$ cat src/rtl/eq_ctrl_pkg.sv
// rtl/eq_ctrl_pkg.sv - shared types and constants for the EQ setting controller
package eq_ctrl_pkg;

  typedef enum logic [2:0] {
    ST_IDLE  = 3'd0,
    ST_LEVEL = 3'd1,
    ST_BAND  = 3'd2,
    ST_GAIN  = 3'd3
  } state_e;

  localparam int BAND_W       = 3;
  localparam int GAIN_W_DEF   = 16;
  localparam int GAIN_MAX_DEF = 12;
  localparam int GAIN_MIN_DEF = -12;

  // Band code 0 on the update channel addresses every band at once.
  localparam logic [BAND_W-1:0] BAND_ALL = '0;

  typedef struct packed {
    logic [BAND_W-1:0]     band;
    logic [GAIN_W_DEF-1:0] gain;
  } upd_t;

  // Next band in 1..num_bands, wrapping at both ends.
  function automatic logic [BAND_W-1:0] band_step(input logic [BAND_W-1:0] band,
                                                  input logic              up,
                                                  input int                num_bands);
    logic [BAND_W-1:0] last;
    last = BAND_W'(num_bands);
    if (up) begin
      band_step = (band >= last) ? BAND_W'(1) : band + BAND_W'(1);
    end else begin
      band_step = (band <= BAND_W'(1)) ? last : band - BAND_W'(1);
    end
  endfunction

endpackage

$ cat src/rtl/eq_gain_bank.sv
// rtl/eq_gain_bank.sv - per-band gain registers with saturating +/-1 step and clear-all
module eq_gain_bank
  import eq_ctrl_pkg::*;
#(
  parameter int NUM_BANDS = 6,
  parameter int GAIN_W    = 16,
  parameter int GAIN_MAX  = 12,
  parameter int GAIN_MIN  = -12
) (
  input  logic              clk_i,
  input  logic              rst_ni,
  input  logic              clr_i,
  input  logic              step_en_i,
  input  logic              step_up_i,
  input  logic [BAND_W-1:0] step_band_i,
  output logic              step_ok_o,
  output logic [GAIN_W-1:0] step_val_o,
  input  logic [BAND_W-1:0] rd_band_i,
  output logic [GAIN_W-1:0] rd_gain_o
);

  localparam logic signed [GAIN_W-1:0] LIM_HI = GAIN_W'(GAIN_MAX);
  localparam logic signed [GAIN_W-1:0] LIM_LO = GAIN_W'(GAIN_MIN);
  localparam logic signed [GAIN_W-1:0] ONE    = GAIN_W'(1);

  logic signed [GAIN_W-1:0] gain_q [NUM_BANDS];
  logic        [BAND_W-1:0] step_idx;
  logic        [BAND_W-1:0] rd_idx;
  logic signed [GAIN_W-1:0] cur;

  assign step_idx = step_band_i - BAND_W'(1);
  assign rd_idx   = rd_band_i - BAND_W'(1);
  assign cur      = gain_q[step_idx];

  // A step is only legal when it stays inside the gain limits; at a limit it is a no-op.
  always_comb begin
    step_ok_o  = step_up_i ? (cur < LIM_HI) : (cur > LIM_LO);
    step_val_o = step_up_i ? cur + ONE : cur - ONE;
  end

  assign rd_gain_o = gain_q[rd_idx];

  // Gain storage: clear-all wins over a single-band step.
  always_ff @(posedge clk_i or negedge rst_ni) begin
    if (!rst_ni) begin
      for (int i = 0; i < NUM_BANDS; i++) gain_q[i] <= '0;
    end else if (clr_i) begin
      for (int i = 0; i < NUM_BANDS; i++) gain_q[i] <= '0;
    end else if (step_en_i && step_ok_o) begin
      gain_q[step_idx] <= step_val_o;
    end
  end

endmodule

$ cat src/rtl/eq_setting_ctrl.sv
// rtl/eq_setting_ctrl.sv - key-driven EQ UI controller; optional idle timeout via EQ_IDLE_TIMEOUT_EN
module eq_setting_ctrl
  import eq_ctrl_pkg::*;
#(
  parameter int NUM_BANDS   = 6,
  parameter int GAIN_MAX    = 12,
  parameter int GAIN_MIN    = -12,
  parameter int GAIN_W      = 16,
  parameter int TIMEOUT_CYC = 600000000
) (
  input  logic              i_clk,
  input  logic              i_rst_n,
  input  logic              i_key_mode,
  input  logic              i_key_up,
  input  logic              i_key_down,
  input  logic              i_key_clr,
  output logic [2:0]        o_state,
  output logic [2:0]        o_band,
  output logic [GAIN_W-1:0] o_gain,
  output logic              o_upd_valid,
  output logic [2:0]        o_upd_band,
  output logic [GAIN_W-1:0] o_upd_gain,
  input  logic              i_upd_ready
);

  state_e            state_q, state_d;
  logic [BAND_W-1:0] band_q, band_d;
  logic              upd_valid_q, upd_valid_d;
  logic [BAND_W-1:0] upd_band_q, upd_band_d;
  logic [GAIN_W-1:0] upd_gain_q, upd_gain_d;

  logic              busy;
  logic              mode_hit;
  logic              ud_hit;
  logic              step_req;
  logic              clr_req;
  logic              step_ok;
  logic [GAIN_W-1:0] step_val;
  logic              timeout_hit;

  // A pending update the consumer has not taken freezes gain-changing keys so the
  // payload on the channel always matches the bank.
  assign busy     = upd_valid_q & ~i_upd_ready;
  // A clr pulse owns its cycle even when backpressure makes it a no-op.
  assign mode_hit = i_key_mode & ~i_key_clr;
  assign ud_hit   = (i_key_up ^ i_key_down) & ~i_key_mode & ~i_key_clr;
  assign step_req = ud_hit & (state_q == ST_GAIN) & ~busy;
  assign clr_req  = i_key_clr & ~busy;

  eq_gain_bank #(
    .NUM_BANDS (NUM_BANDS),
    .GAIN_W    (GAIN_W),
    .GAIN_MAX  (GAIN_MAX),
    .GAIN_MIN  (GAIN_MIN)
  ) u_bank (
    .clk_i       (i_clk),
    .rst_ni      (i_rst_n),
    .clr_i       (clr_req),
    .step_en_i   (step_req),
    .step_up_i   (i_key_up),
    .step_band_i (band_q),
    .step_ok_o   (step_ok),
    .step_val_o  (step_val),
    .rd_band_i   (band_q),
    .rd_gain_o   (o_gain)
  );

`ifdef EQ_IDLE_TIMEOUT_EN
  localparam logic [31:0] TO_LAST = 32'(TIMEOUT_CYC - 1);
  localparam logic [31:0] TO_SAT  = 32'(TIMEOUT_CYC);

  logic        any_key;
  logic [31:0] idle_cnt_q, idle_cnt_d;

  assign any_key = i_key_mode | i_key_up | i_key_down | i_key_clr;

  // Idle counter: cleared by any key, holds at the limit instead of wrapping.
  always_comb begin
    idle_cnt_d = idle_cnt_q;
    if (any_key) begin
      idle_cnt_d = '0;
    end else if (idle_cnt_q != TO_SAT) begin
      idle_cnt_d = idle_cnt_q + 32'd1;
    end
  end

  // Idle counter register.
  always_ff @(posedge i_clk or negedge i_rst_n) begin
    if (!i_rst_n) idle_cnt_q <= '0;
    else          idle_cnt_q <= idle_cnt_d;
  end

  assign timeout_hit = ~any_key & (idle_cnt_q >= TO_LAST);
`else
  assign timeout_hit = 1'b0;
`endif

  // Display FSM: mode walks IDLE->LEVEL->BAND->GAIN then toggles BAND/GAIN.
  always_comb begin
    state_d = state_q;
    if (mode_hit) begin
      case (state_q)
        ST_IDLE:  state_d = ST_LEVEL;
        ST_LEVEL: state_d = ST_BAND;
        ST_BAND:  state_d = ST_GAIN;
        ST_GAIN:  state_d = ST_BAND;
        default:  state_d = ST_IDLE;
      endcase
    end else if (timeout_hit) begin
      state_d = ST_IDLE;
    end
  end

  // Band selection moves only in BAND state and is never reported on the update channel.
  always_comb begin
    band_d = band_q;
    if (ud_hit && (state_q == ST_BAND)) begin
      band_d = band_step(band_q, i_key_up, NUM_BANDS);
    end
  end

  // Update channel: a transfer retires the payload unless a new one loads in the same cycle.
  always_comb begin
    upd_valid_d = upd_valid_q;
    upd_band_d  = upd_band_q;
    upd_gain_d  = upd_gain_q;
    if (upd_valid_q && i_upd_ready) begin
      upd_valid_d = 1'b0;
    end
    if (clr_req) begin
      upd_valid_d = 1'b1;
      upd_band_d  = BAND_ALL;
      upd_gain_d  = '0;
    end else if (step_req && step_ok) begin
      upd_valid_d = 1'b1;
      upd_band_d  = band_q;
      upd_gain_d  = step_val;
    end
  end

  // Control and update-channel registers.
  always_ff @(posedge i_clk or negedge i_rst_n) begin
    if (!i_rst_n) begin
      state_q     <= ST_IDLE;
      band_q      <= BAND_W'(1);
      upd_valid_q <= 1'b0;
      upd_band_q  <= '0;
      upd_gain_q  <= '0;
    end else begin
      state_q     <= state_d;
      band_q      <= band_d;
      upd_valid_q <= upd_valid_d;
      upd_band_q  <= upd_band_d;
      upd_gain_q  <= upd_gain_d;
    end
  end

  assign o_state     = state_q;
  assign o_band      = band_q;
  assign o_upd_valid = upd_valid_q;
  assign o_upd_band  = upd_band_q;
  assign o_upd_gain  = upd_gain_q;

endmodule
$ cat config.mk
export PLATFORM = sky130hd
export DESIGN_NAME = eq_setting_ctrl
export DESIGN_NICKNAME = d
export VERILOG_FILES = /design/src/rtl/eq_ctrl_pkg.sv /design/src/rtl/eq_gain_bank.sv /design/src/rtl/eq_setting_ctrl.sv
export SDC_FILE = /design/constraint.sdc
export NUM_CORES = 1
export LEC_CHECK = 0
export BUFFER_PORTS_ARGS = -buffer_cell sky130_fd_sc_hd__buf_4
export CAP_MARGIN = 30
export CORE_MARGIN = 1
export CORE_UTILIZATION = 64
export CTS_CLUSTER_SIZE = 40
export DETAILED_ROUTE_END_ITERATION = 10
export PLACE_DENSITY_LB_ADDON = 0.12
export SLEW_MARGIN = 25
export SYNTH_ARGS = -nofsm -noshare
export SYNTH_HDL_FRONTEND = slang
export SYNTH_SLANG_ARGS = --single-unit
$ cat constraint.sdc
create_clock -name i_clk -period 7.1 [get_ports i_clk]
set_clock_uncertainty 0.15 [all_clocks]
set_input_delay 0.71 -clock i_clk [delete_from_list [all_inputs] [get_ports i_clk]]
set_output_delay 0.71 -clock i_clk [all_outputs]
set_load 0.005 [all_outputs]
==> summary.txt <==
Pwr
  – Worst IR drop on VDD: 0.000281 V
  – Logic pwr share: 0.352
  – Power Density: 338 nW/um2
  – Sw power: 0.950 mW
  – Clk pwr share: 0.320
  – Internal: 1.65 mW
  – LEAKAGE: 3.70 nW
  – Total design power: 2.60 mW
  – Part of the power in registers: 0.327
  – Sw frac: 0.365

Outcome
  – Failing checks: negative hold slack
  – Status: complete, but fails checks

GRT
  – Largest net degree at the start of global routing: 116
  – Vias in the first global route: 5116
  – Grt met3 use: 0.0727
  – Met1 usage: 0.436
  – GR peak layer: met2
  – Met2 Use GR: 0.506
  – Total GRT Usage: 0.322
  – First-pass GRT wire length: 26700 um
  – GRT Residual Overflow: 0
  – Initial antenna violation count: 0

Final layout
  – Fraction of final layout cells sized beyond drive strength 1: 0.169
  – NumNets Final: 689
  – FILL cells: 651
  – Diodes inserted: 0
  – Area growth, synth to finish: 14.8%

Die
  – Boundary Pins: 49
  – Starting Density: 0.673
  – Core Region: 9950 um2
  – FP Rows: 36
  – Chip width: 104 um
  – Die footprint: 10900 um2
  – Die Y: 104 um

Yosys
  – Synth top area share: 0.448
  – Ys Warns: 0
  – Top_reg_cell synth: dfrtp_1
  – Synth Register Bits: 121
  – Post-Syn Area per Cell: 10.8 um2
  – Async SR Flop Fraction: 1.00
  – Post-synth top cells: mux2i_1, dfrtp_1, nand2_1, o21ai_0, nand3_1
  – Top cells by area, synth: dfrtp_1, mux2i_1, nand2_1, mux4_2, ha_1
  – Cell variety after synth: 52
  – Post-synth EDFFs: 0
  – Sequential fraction of the synthesis area: 0.452
  – Most common cell in the synthesized netlist: mux2i_1
  – Area leader, netlist: dfrtp_1
  – Mapped cell area: 6700 um2
  – Post-synthesis cell count: 623
  – Net Count, Synth: 651

Place
  – DP Wirelength: 10600 um
  – PortBufs: 47
  – Pre-CTS WS: 2.02 ns
  – RePlAce Congestion: 0.914

Setup path
  – CP Launch Type: flip-flop
  – Worst-path cell chain: inv_1 > ha_1 > xor2_4 > buf_4 > mux2i_1 > o221ai_1 > ha_1 > a21o_1 > a21o_1 > a221oi_1 > o21bai_1 > a21oi_1 > nor4_1 > a311oi_1 > mux2i_1
  – Worst path max stage delay: 0.76 ns
  – FF-to-FF End: u_bank.gain_q[14]$_DFFE_PN0P_
  – Endpoint class of the critical path: flip-flop
  – R2R cell count: 15
  – WS Path Type: reg2reg
  – Required @ worst endpoint: 7.31 ns
  – R2r startpoint: o_band[0]$_DFFE_PN1P_
  – Worst EP arrival: 5.41 ns
  – Crit path max fanout: 26
  – CP max stage cell: a311oi_1
  – Flop2flop setup slack: 1.90 ns

Clock network
  – Clock Latency Late Sink: 0.53 ns
  – Post-CTS Setup Inserts: 0
  – H-tree depth: 4
  – Clock Path Buffers: 2
  – Clock root cell: clkbuf_8
  – CTS Buf Count: 17
  – # resized after CTS: 0
  – Hold buffers post-CTS: 0
  – Clock sinks: 121
  – CTS tree: yes
  – CTS clk-pin slew, worst paths: 0.06 ns

Drt
  – Routed via count: 5052
  – Vias per cell: 6.26
  – 1st-iter DRT viols: 439
  – Total Wirelength: 16500 um
  – Post-route ant nets: 0
  – # DRC: 0
  – WL/cell: 20.4 um
  – Pre-antenna DRT Iters: 5

STA
  – Minimum clock period: 5.20 ns
  – Worst hold slack: -0.0259 ns
  – RSZ-0062 raised after global routing: false
  – Worst slew margin: 0.386
  – Worst setup margin: 1.90 ns
  – Worst slew pin tran: 0.915 ns
  – Hold Fails Final Rpt: 24
  – Slew Limit Fails: 0
  – Tcrit/Tclk final: 0.732
  – Final setup violation count: 0
  – TNS Setup: 0 ns
  – Max frequency: 0.192 GHz

Run
  – MaxCap Viol Count: 0

Hold path
  – Worst hold path type: in2async
-- metal layers --
layer	up-vias	routed length, um	part of all wire
met1	2536	7220	0.44
met5	-	0	0
met2	196	7830	0.48
met4	0	367	0.022
met3	39	1050	0.064
li1	2281	-	-
-- power groups by stage --
stage	combinational, mW	clock, mW	sequential [mW]
after floorplan	0.635	0	0.846
after global placement	0.864	0	0.855
after detailed placement	0.897	0	0.862
after CTS	0.903	0.839	0.851
after global routing	0.977	0.866	0.864
final	0.916	0.833	0.852
-- worst max path at each step --
stage	cells after the start	startpoint	to	slack, ns
after floorplan	17	o_band[0]$_DFFE_PN1P_	u_bank.gain_q[14]$_DFFE_PN0P_	2.40
after global placement	15	o_band[0]$_DFFE_PN1P_	u_bank.gain_q[30]$_DFFE_PN0P_	2.26
after detailed placement	15	o_band[0]$_DFFE_PN1P_	u_bank.gain_q[14]$_DFFE_PN0P_	2.02
after CTS	15	o_band[0]$_DFFE_PN1P_	u_bank.gain_q[14]$_DFFE_PN0P_	2.00
after global routing	15	o_band[0]$_DFFE_PN1P_	u_bank.gain_q[14]$_DFFE_PN0P_	1.63
final	15	o_band[0]$_DFFE_PN1P_	u_bank.gain_q[14]$_DFFE_PN0P_	1.90
-- per-stage QoR --
step,utilization,cell area (um2),instances,hold WS [ns]
after floorplan,-,6700,623,0.264
after global placement,0.709,7060,772,0.334
after detailed placement,0.713,7100,774,0.344
after CTS,0.771,7670,806,0.191
after global routing,0.773,7690,807,0.00773
final,0.773,7690,807,-0.0259
-- sequential cells by signal, indices dropped and copies added, names as in the netlist --
register,flops
o_band,3
o_upd_valid,1
u_bank.gain_q,96
o_upd_gain,16
o_upd_band,3
o_state,2
-- kinds of logic after synthesis --
| family | count (synthesis) | share of synthesized area |
|---|---|---|
| buffers and inverters | 60 | 0.0497 |
| AND/OR/NAND/NOR | 185 | 0.129 |
| multiplexers | 135 | 0.224 |
| AO/OA/AOI/OAI | 83 | 0.0796 |
| XOR/XNOR | 17 | 0.0250 |
| other | 1 | 0.000560 |
| flip-flops | 121 | 0.452 |
| adder cells (fa/ha/maj) | 21 | 0.0403 |
-- cell usage in the layout (no fill, tap or decap), drive strengths merged, types with 14 or more instances in the layout --
master,synthesis,final
buf,22,59
mux2i,123,123
nand2,111,111
nor3,14,14
ha,20,20
dfrtp,120,120
o21ai,28,28
clkbuf,18,23
a21oi,23,23
inv,20,20
nand3,25,25
-- cell type report --
cell class / instances / area (um2) / area share
clock buffers: 23 / 477 / 0.0620
clock inverters: 9 / 95.1 / 0.0124
inverters: 20 / 75.1 / 0.00976
multi-input cells: 442 / 3380 / 0.439
flip-flops and latches: 121 / 3030 / 0.394
well taps: 133 / 166 / 0.0216
repair buffers: 59 / 470 / 0.0611
-- worst max-delay path, delay by kind of cell (launching register included) --
family	cells	cell delay, ns
buffers and inverters	2	0.50
AO/OA/AOI/OAI	7	2.32
AND/OR/NAND/NOR	1	0.09
adder cells (fa/ha/maj)	2	0.74
flip-flops	1	0.52
multiplexers	2	0.46
XOR/XNOR	1	0.22
(Power assumes the default switching activity.)
